===== src/rtl/mem_arb_pkg.sv =====
`default_nettype none
// +----------------------------------------------------------------------------+
// | mem_arb_pkg : shared FSM states, owner encoding and constants              |
// | Revision    : 1.0                                                          |
// +----------------------------------------------------------------------------+
package mem_arb_pkg;

   typedef enum logic [1:0] {
      ST_IDLE   = 2'd0,
      ST_WAIT_D = 2'd1,
      ST_WAIT_I = 2'd2,
      ST_RESP   = 2'd3
   } arb_state_e;

   typedef enum logic {
      OWN_I = 1'b0,
      OWN_D = 1'b1
   } owner_e;

   localparam logic        WE_RE_WRITE     = 1'b1;
   localparam logic        WE_RE_READ      = 1'b0;
   localparam int unsigned DEFAULT_TIMEOUT = 16;
   localparam int unsigned CNT_W           = 8;

endpackage
`default_nettype wire


===== src/rtl/arb_timeout_counter.sv =====
`default_nettype none
// +----------------------------------------------------------------------------+
// | arb_timeout_counter : counts WAIT cycles, flags the TIMEOUT-th one         |
// | Revision            : 1.0                                                  |
// +----------------------------------------------------------------------------+
module arb_timeout_counter
   import mem_arb_pkg::*;
#(
   parameter int unsigned TIMEOUT = DEFAULT_TIMEOUT
) (
   input  logic clk,
   input  logic rst,
   input  logic clear_i,
   input  logic enable_i,
   output logic expired_o
);

   localparam logic [CNT_W-1:0] TIMEOUT_C = CNT_W'(TIMEOUT);

   logic [CNT_W-1:0] count_q;
   logic [CNT_W-1:0] count_d;
   logic [CNT_W-1:0] count_inc;

   // count_q holds completed WAIT cycles, so count_inc numbers the current one
   always_comb begin
      count_inc = count_q + CNT_W'(1);
      count_d   = count_q;
      if (clear_i) begin
         count_d = '0;
      end else if (enable_i) begin
         count_d = count_inc;
      end
   end

   always_ff @(posedge clk) begin
      if (rst) begin
         count_q <= '0;
      end else begin
         count_q <= count_d;
      end
   end

   assign expired_o = enable_i && (count_inc == TIMEOUT_C);

endmodule
`default_nettype wire


===== src/rtl/mem_port_arbiter.sv =====
`default_nettype none
// +----------------------------------------------------------------------------+
// | mem_port_arbiter : fixed-priority (data > fetch) share of one memory port  |
// | Revision         : 1.0                                                     |
// +----------------------------------------------------------------------------+
module mem_port_arbiter
   import mem_arb_pkg::*;
#(
   parameter int unsigned TIMEOUT = DEFAULT_TIMEOUT
) (
   input  logic        clk,
   input  logic        rst,
   input  logic        instr_request,
   input  logic        instr_we_re,
   input  logic [3:0]  instr_mask,
   input  logic [31:0] instr_address,
   input  logic        data_request,
   input  logic        data_we_re,
   input  logic [3:0]  data_mask,
   input  logic [31:0] data_address,
   input  logic [31:0] data_wdata,
   output logic        instr_valid,
   output logic        data_valid,
   output logic [31:0] rdata,
   output logic        rsp_error,
   output logic        mem_request,
   output logic        mem_we_re,
   output logic [3:0]  mem_mask,
   output logic [31:0] mem_address,
   output logic [31:0] mem_wdata,
   input  logic        mem_valid,
   input  logic [31:0] mem_rdata,
   output logic        bus_error
);

   arb_state_e  state_q, state_d;
   owner_e      owner_q, owner_d;
   logic        mem_request_q, mem_request_d;
   logic        mem_we_re_q, mem_we_re_d;
   logic [3:0]  mem_mask_q, mem_mask_d;
   logic [31:0] mem_address_q, mem_address_d;
   logic [31:0] mem_wdata_q, mem_wdata_d;
   logic [31:0] rdata_q, rdata_d;
   logic        rsp_error_q, rsp_error_d;
   logic        bus_error_q, bus_error_d;
   logic        in_wait;
   logic        expired;

   assign in_wait = (state_q == ST_WAIT_D) || (state_q == ST_WAIT_I);

   arb_timeout_counter #(
      .TIMEOUT   (TIMEOUT)
   ) u_timeout (
      .clk       (clk),
      .rst       (rst),
      .clear_i   (!in_wait),
      .enable_i  (in_wait),
      .expired_o (expired)
   );

   always_comb begin
      state_d       = state_q;
      owner_d       = owner_q;
      mem_request_d = mem_request_q;
      mem_we_re_d   = mem_we_re_q;
      mem_mask_d    = mem_mask_q;
      mem_address_d = mem_address_q;
      mem_wdata_d   = mem_wdata_q;
      rdata_d       = rdata_q;
      rsp_error_d   = rsp_error_q;
      bus_error_d   = bus_error_q;

      case (state_q)
         ST_IDLE: begin
            // Data wins ties: it belongs to the older instruction in the pipe
            if (data_request) begin
               state_d       = ST_WAIT_D;
               owner_d       = OWN_D;
               mem_request_d = 1'b1;
               mem_we_re_d   = data_we_re;
               mem_mask_d    = data_mask;
               mem_address_d = data_address;
               mem_wdata_d   = data_wdata;
            end else if (instr_request) begin
               state_d       = ST_WAIT_I;
               owner_d       = OWN_I;
               mem_request_d = 1'b1;
               mem_we_re_d   = instr_we_re;
               mem_mask_d    = instr_mask;
               mem_address_d = instr_address;
               mem_wdata_d   = '0;
            end
         end
         ST_WAIT_D, ST_WAIT_I: begin
            // mem_valid is checked first so a same-cycle expiry is not an error
            if (mem_valid) begin
               state_d       = ST_RESP;
               mem_request_d = 1'b0;
               rdata_d       = mem_rdata;
               rsp_error_d   = 1'b0;
            end else if (expired) begin
               state_d       = ST_RESP;
               mem_request_d = 1'b0;
               rdata_d       = '0;
               rsp_error_d   = 1'b1;
               bus_error_d   = 1'b1;
            end
         end
         ST_RESP: begin
            state_d = ST_IDLE;
         end
         default: begin
            state_d = ST_IDLE;
         end
      endcase
   end

   always_ff @(posedge clk) begin
      if (rst) begin
         state_q       <= ST_IDLE;
         owner_q       <= OWN_I;
         mem_request_q <= 1'b0;
         mem_we_re_q   <= WE_RE_READ;
         mem_mask_q    <= '0;
         mem_address_q <= '0;
         mem_wdata_q   <= '0;
         rdata_q       <= '0;
         rsp_error_q   <= 1'b0;
         bus_error_q   <= 1'b0;
      end else begin
         state_q       <= state_d;
         owner_q       <= owner_d;
         mem_request_q <= mem_request_d;
         mem_we_re_q   <= mem_we_re_d;
         mem_mask_q    <= mem_mask_d;
         mem_address_q <= mem_address_d;
         mem_wdata_q   <= mem_wdata_d;
         rdata_q       <= rdata_d;
         rsp_error_q   <= rsp_error_d;
         bus_error_q   <= bus_error_d;
      end
   end

   assign instr_valid = (state_q == ST_RESP) && (owner_q == OWN_I);
   assign data_valid  = (state_q == ST_RESP) && (owner_q == OWN_D);
   assign rdata       = rdata_q;
   assign rsp_error   = rsp_error_q;
   assign mem_request = mem_request_q;
   assign mem_we_re   = mem_we_re_q;
   assign mem_mask    = mem_mask_q;
   assign mem_address = mem_address_q;
   assign mem_wdata   = mem_wdata_q;
   assign bus_error   = bus_error_q;

endmodule
`default_nettype wire


===== config.mk =====
export PLATFORM = sky130hd
export DESIGN_NAME = mem_port_arbiter
export DESIGN_NICKNAME = d
export VERILOG_FILES = /design/src/rtl/mem_arb_pkg.sv /design/src/rtl/arb_timeout_counter.sv /design/src/rtl/mem_port_arbiter.sv
export SDC_FILE = /design/constraint.sdc
export NUM_CORES = 1
export LEC_CHECK = 0
export CAP_MARGIN = 10
export CORE_MARGIN = 3
export CORE_UTILIZATION = 39
export DETAILED_ROUTE_END_ITERATION = 7
export PLACE_DENSITY = 0.81
export RECOVER_POWER = 50
export SETUP_SLACK_MARGIN = 0.5
export SYNTH_ARGS = -nofsm -noshare
export SYNTH_HDL_FRONTEND = slang
export SYNTH_HIERARCHICAL = 1
export SYNTH_SLANG_ARGS = --single-unit

===== constraint.sdc =====
create_clock -name clk -period 2.89 [get_ports clk]
set_clock_uncertainty 0.15 [all_clocks]
set_input_delay 0.867 -clock clk [delete_from_list [all_inputs] [get_ports clk]]
set_output_delay 0.867 -clock clk [all_outputs]
set_load 0.05 [all_outputs]

==> run summary <==
FINAL LAYOUT
------------------------------------------------------------------------------
Final non-filler cell area                                            7440 um2
# diodes                                                                     0
Area growth, synth to finish                                             63.5%
Most common cell after layout, fill and taps aside                sky130_fd_sc_hd__clkdlybuf4s50_1
Most used cells in the layout excluding fill and tap cells        139 x sky130_fd_sc_hd__clkdlybuf4s50_1, 115 x sky130_fd_sc_hd__dfxtp_1, 104 x sky130_fd_sc_hd__dlygate4sd2_1
Finished Core Util                                                       0.669
Nets@finish                                                                879
Fraction of final layout cells sized beyond drive strength 1            0.0712
Filler Cells Inserted                                                      927

FLOORPLANNING
------------------------------------------------------------------------------
Starting Density                                                         0.409
Area of the core                                                     11100 um2
Horizontal die dimension                                                114 um
Number of placed I/O pins                                                  249
Standard-cell row count                                                     38
Area enclosed by the die boundary                                    13000 um2
Die Height                                                              114 um

PLACEMENT
------------------------------------------------------------------------------
Buffers on Ports                                                           248
Last weighted congestion value of the routability-driven placer          0.819
Post-Place Cell Area                                                  7060 um2
Detailed-placement wirelength estimate                                10700 um
Worst setup slack before clock tree synthesis                         0.450 ns

ROUTING
------------------------------------------------------------------------------
Drt drc                                                                      0
Total iterations of the first detailed-routing run                           5
Sum of routed wire length over all layers                             14500 um
First-iteration detailed-routing DRC count                                 346
Number of vias in the routed layout                                       4470
Detail-routed net length per standard cell                             16.4 um
Antenna Violating Nets Remaining                                             0
Number of vias per cell                                                   5.06

GLOBAL ROUTE
------------------------------------------------------------------------------
First-pass GRT wire length                                            22700 um
Aggregate global routing overflow                                            0
Number of global-route vias before repair                                 4424
Global-route usage over all layers                                       0.219
Pin count of the biggest net entering global routing                        75
Initial antenna violation count                                              0

SYNTH
------------------------------------------------------------------------------
Netlist area before placement                                         4550 um2
Cell type with the highest aggregate area in the netlist          sky130_fd_sc_hd__dfxtp_1
Share of the synthesized area in the top cell type                       0.506
Number of warning messages in the yosys log                                  6
Net count of the mapped netlist                                            645
Ys flop type                                                      sky130_fd_sc_hd__dfxtp_1
Number of register bits inferred by synthesis                              115
Number of distinct library cells after synthesis                            33
Post-synthesis sequential area ratio                                     0.506
Synthesized netlist cell count                                             498
Number of flops mapped to enable cells by yosys                              0
Fraction of registers with async set/reset                                   0
Ranking of synthesized cells by area                              sky130_fd_sc_hd__dfxtp_1 51%, sky130_fd_sc_hd__mux2i_1 8.6%, sky130_fd_sc_hd__nor2_1 6.2%, sky130_fd_sc_hd__a211oi_1 6.1%, sky130_fd_sc_hd__a22oi_1 5.3%
Syn avg cell area                                                     9.14 um2

POWER AND IR DROP
------------------------------------------------------------------------------
Total power density per cell area                                  1000 nW/um2
Static leakage power                                                   3.30 nW
Total Power                                                          0.00745 W
Internal Dissipation                                                 0.00411 W
Peak supply drop                                                      0.517 mV
Relative contribution of sequential cells to total power                 0.290
Net switching fraction of the power                                      0.449
Combinational group share of total power                                 0.473
Clock Power Share                                                        0.236
Sw power                                                             0.00335 W

CLOCK NETWORK
------------------------------------------------------------------------------
Clock Pin Slew Worst Setup and Hold Paths                              0.05 ns
TritonCTS clock tree                                                     built
Clock latency reported for the late side of the worst-skew pair        0.40 ns
Root Buffer Master                                                sky130_fd_sc_hd__clkbuf_16
Htree depth                                                                  4
Clk buf depth                                                                2
# clock sinks                                                              115
Clock buffer count from CTS                                                 17
Total of hold buffers inserted after clock tree synthesis                    0

CRITICAL PATH
------------------------------------------------------------------------------
Worst setup SP type                                                  input pin
Critical path buffer and inverter count                                      2
Critical path start-end classification                               in -> reg
Data arrival time at the worst-slack endpoint                          2.61 ns
Critical path cell sequence                                       dlygate4sd3_1 -> o21a_2 -> clkbuf_4 -> nor2_1 -> a211oi_1
Worst endpoint required time                                           3.03 ns
Gate family responsible for the most delay along the worst path   buffers and inverters
Biggest fanout along the worst timing path                                  74
Critical Path Max Stage Delay                                          0.61 ns
Endpoint of the worst-slack reg-to-reg timing path                rdata[4]$_SDFFE_PP0P_
Path depth of the worst reg2reg path                                         9
Reg-to-reg slack, setup                                                0.44 ns
Slowest library cell on the worst path                            sky130_fd_sc_hd__dlygate4sd3_1
Worst setup EP type                                                   register
Startpoint of the worst-slack reg-to-reg timing path              state_q[0]$_SDFFE_PP0P_

TIMING
------------------------------------------------------------------------------
Number of setup violations in the final report                               0
Unrepaired setup endpoints after global routing                             no
Maximum operating frequency                                          0.404 GHz
Post-route minimum period                                              2.47 ns
Number of hold violations in the final report                                0
Min setup slack post-route                                            0.416 ns
Part of the cycle the worst path needs                                   0.856
Total negative setup slack                                                0 ns
Slew Viols, Final                                                            0
Worst slew slack as a fraction of its limit                             0.0757
Slew of the pin with the lowest slew margin                            1.39 ns

RUN STATUS
------------------------------------------------------------------------------
Outcome                                                           finished, final reports clean

WORST HOLD PATH
------------------------------------------------------------------------------
Hold Crit Endpoint                                                mem_wdata[20]$_SDFFE_PP0P_
Worst hold path class                                               reg -> reg
Min-Delay Startpoint                                              mem_wdata[20]$_SDFFE_PP0P_
Cell depth of the worst hold path                                            2

FLOW RUN
------------------------------------------------------------------------------
Max cap viols                                                                0

-- cells by family (layout without fill, tap and decap cells) --
kind of cell               count (synthesis)  count (layout)  share of synthesized area
xor gates and xnor gates                   4               4                    0.00770
adders and majority gates                  4               4                     0.0110
and+or+nand+nor                          164             164                      0.156
DFF                                      115             115                      0.506
AOI/OAI and AO/OA                        122             122                      0.175
muxes                                     39              39                     0.0858
buffers and inverters                     50             296                     0.0580
-- metal layers --
metal / up-vias / track usage / part of all wire
li1: 2233 / - / -
met5: - / 0 / 0
met1: 2060 / 0.238 / 0.38
met3: 21 / 0.0562 / 0.061
met2: 156 / 0.406 / 0.54
met4: 0 / 0.0808 / 0.023
-- synthesized netlist by cell type (2+ instances only) --
| library cell | n |
|---|---|
| sky130_fd_sc_hd__dfxtp_1 | 115 |
| sky130_fd_sc_hd__nor2_1 | 75 |
| sky130_fd_sc_hd__a21oi_1 | 39 |
| sky130_fd_sc_hd__mux2i_1 | 39 |
| sky130_fd_sc_hd__nand2_1 | 39 |
| sky130_fd_sc_hd__a211oi_1 | 37 |
| sky130_fd_sc_hd__nand3_1 | 34 |
| sky130_fd_sc_hd__a22oi_1 | 32 |
| sky130_fd_sc_hd__buf_2 | 16 |
| sky130_fd_sc_hd__clkbuf_1 | 15 |
| sky130_fd_sc_hd__o21ai_0 | 7 |
| sky130_fd_sc_hd__buf_6 | 5 |
| sky130_fd_sc_hd__inv_1 | 5 |
| sky130_fd_sc_hd__buf_4 | 4 |
| sky130_fd_sc_hd__ha_1 | 4 |
| sky130_fd_sc_hd__clkbuf_2 | 3 |
| sky130_fd_sc_hd__nand4_1 | 3 |
| sky130_fd_sc_hd__or3_1 | 3 |
| sky130_fd_sc_hd__xor2_1 | 3 |
| sky130_fd_sc_hd__a31oi_1 | 2 |
| sky130_fd_sc_hd__and2_1 | 2 |
| sky130_fd_sc_hd__buf_1 | 2 |
| sky130_fd_sc_hd__o21ai_1 | 2 |
| sky130_fd_sc_hd__o311a_1 | 2 |
| sky130_fd_sc_hd__or2_2 | 2 |
-- how the worst max path moves through the flow --
stage                                 start                          end  slack, ns  cells past startpoint
finish                        instr_request     mem_mask[2]$_SDFFE_PP0P_       0.42                      5
global route                  instr_request  mem_address[1]$_SDFFE_PP0P_       0.27                      5
CTS                 state_q[1]$_SDFFE_PP0P_                   data_valid       0.31                      3
detailed placement            instr_request  mem_address[7]$_SDFFE_PP0P_       0.45                      5
global placement    state_q[0]$_SDFFE_PP0P_                   data_valid       0.46                      3
floorplan           state_q[0]$_SDFFE_PP0P_       rdata[10]$_SDFFE_PP0P_       0.50                     10
-- final cells by class --
type                    count  area [um2]  share of cell area
well taps                 140         175              0.0235
flip-flops and latches    115        2300               0.309
clock inverters            11        66.3             0.00891
multi-input cells         333        2010               0.270
repair buffers            260        2430               0.327
inverters                   5        18.8             0.00252
clock buffers              20         437              0.0587
-- worst min-delay path, stage by stage, from the launching register on --
cell                      delay, ns
sky130_fd_sc_hd__dfxtp_1       0.30
sky130_fd_sc_hd__nand2_1       0.05
sky130_fd_sc_hd__a21oi_1       0.05
-- power groups by stage --
stage          Combinational (W)  Sequential, W  Clock (W)
2_1_floorplan            0.00136        0.00343          0
3_3_place_gp             0.00368        0.00219          0
3_5_place_dp             0.00377        0.00221          0
4_1_cts                  0.00355        0.00216    0.00180
5_1_grt                  0.00376        0.00221    0.00188
6_report                 0.00353        0.00216    0.00176
-- per-stage QoR --
step | hold slack [ns] | std cells
3_3_place_gp | 0.288 | 851
2_1_floorplan | 0.295 | 498
3_5_place_dp | 0.296 | 851
6_report | 0.298 | 884
4_1_cts | 0.300 | 882
5_1_grt | 0.320 | 884
-- flip-flops by register name, indices dropped and copies added, names as in the netlist, 2 cells and up --
name and count:
rdata 32, mem_mask 4, mem_address 32, u_timeout/count_q 8
state_q 2, mem_wdata 32
-- what timing repair did --
action,CTS,global route
pin swaps,0,0
resized for setup,107,8
setup endpoints to repair,108,33
setup buffers,0,2
Note: power is estimated with default switching activity, not from simulation.
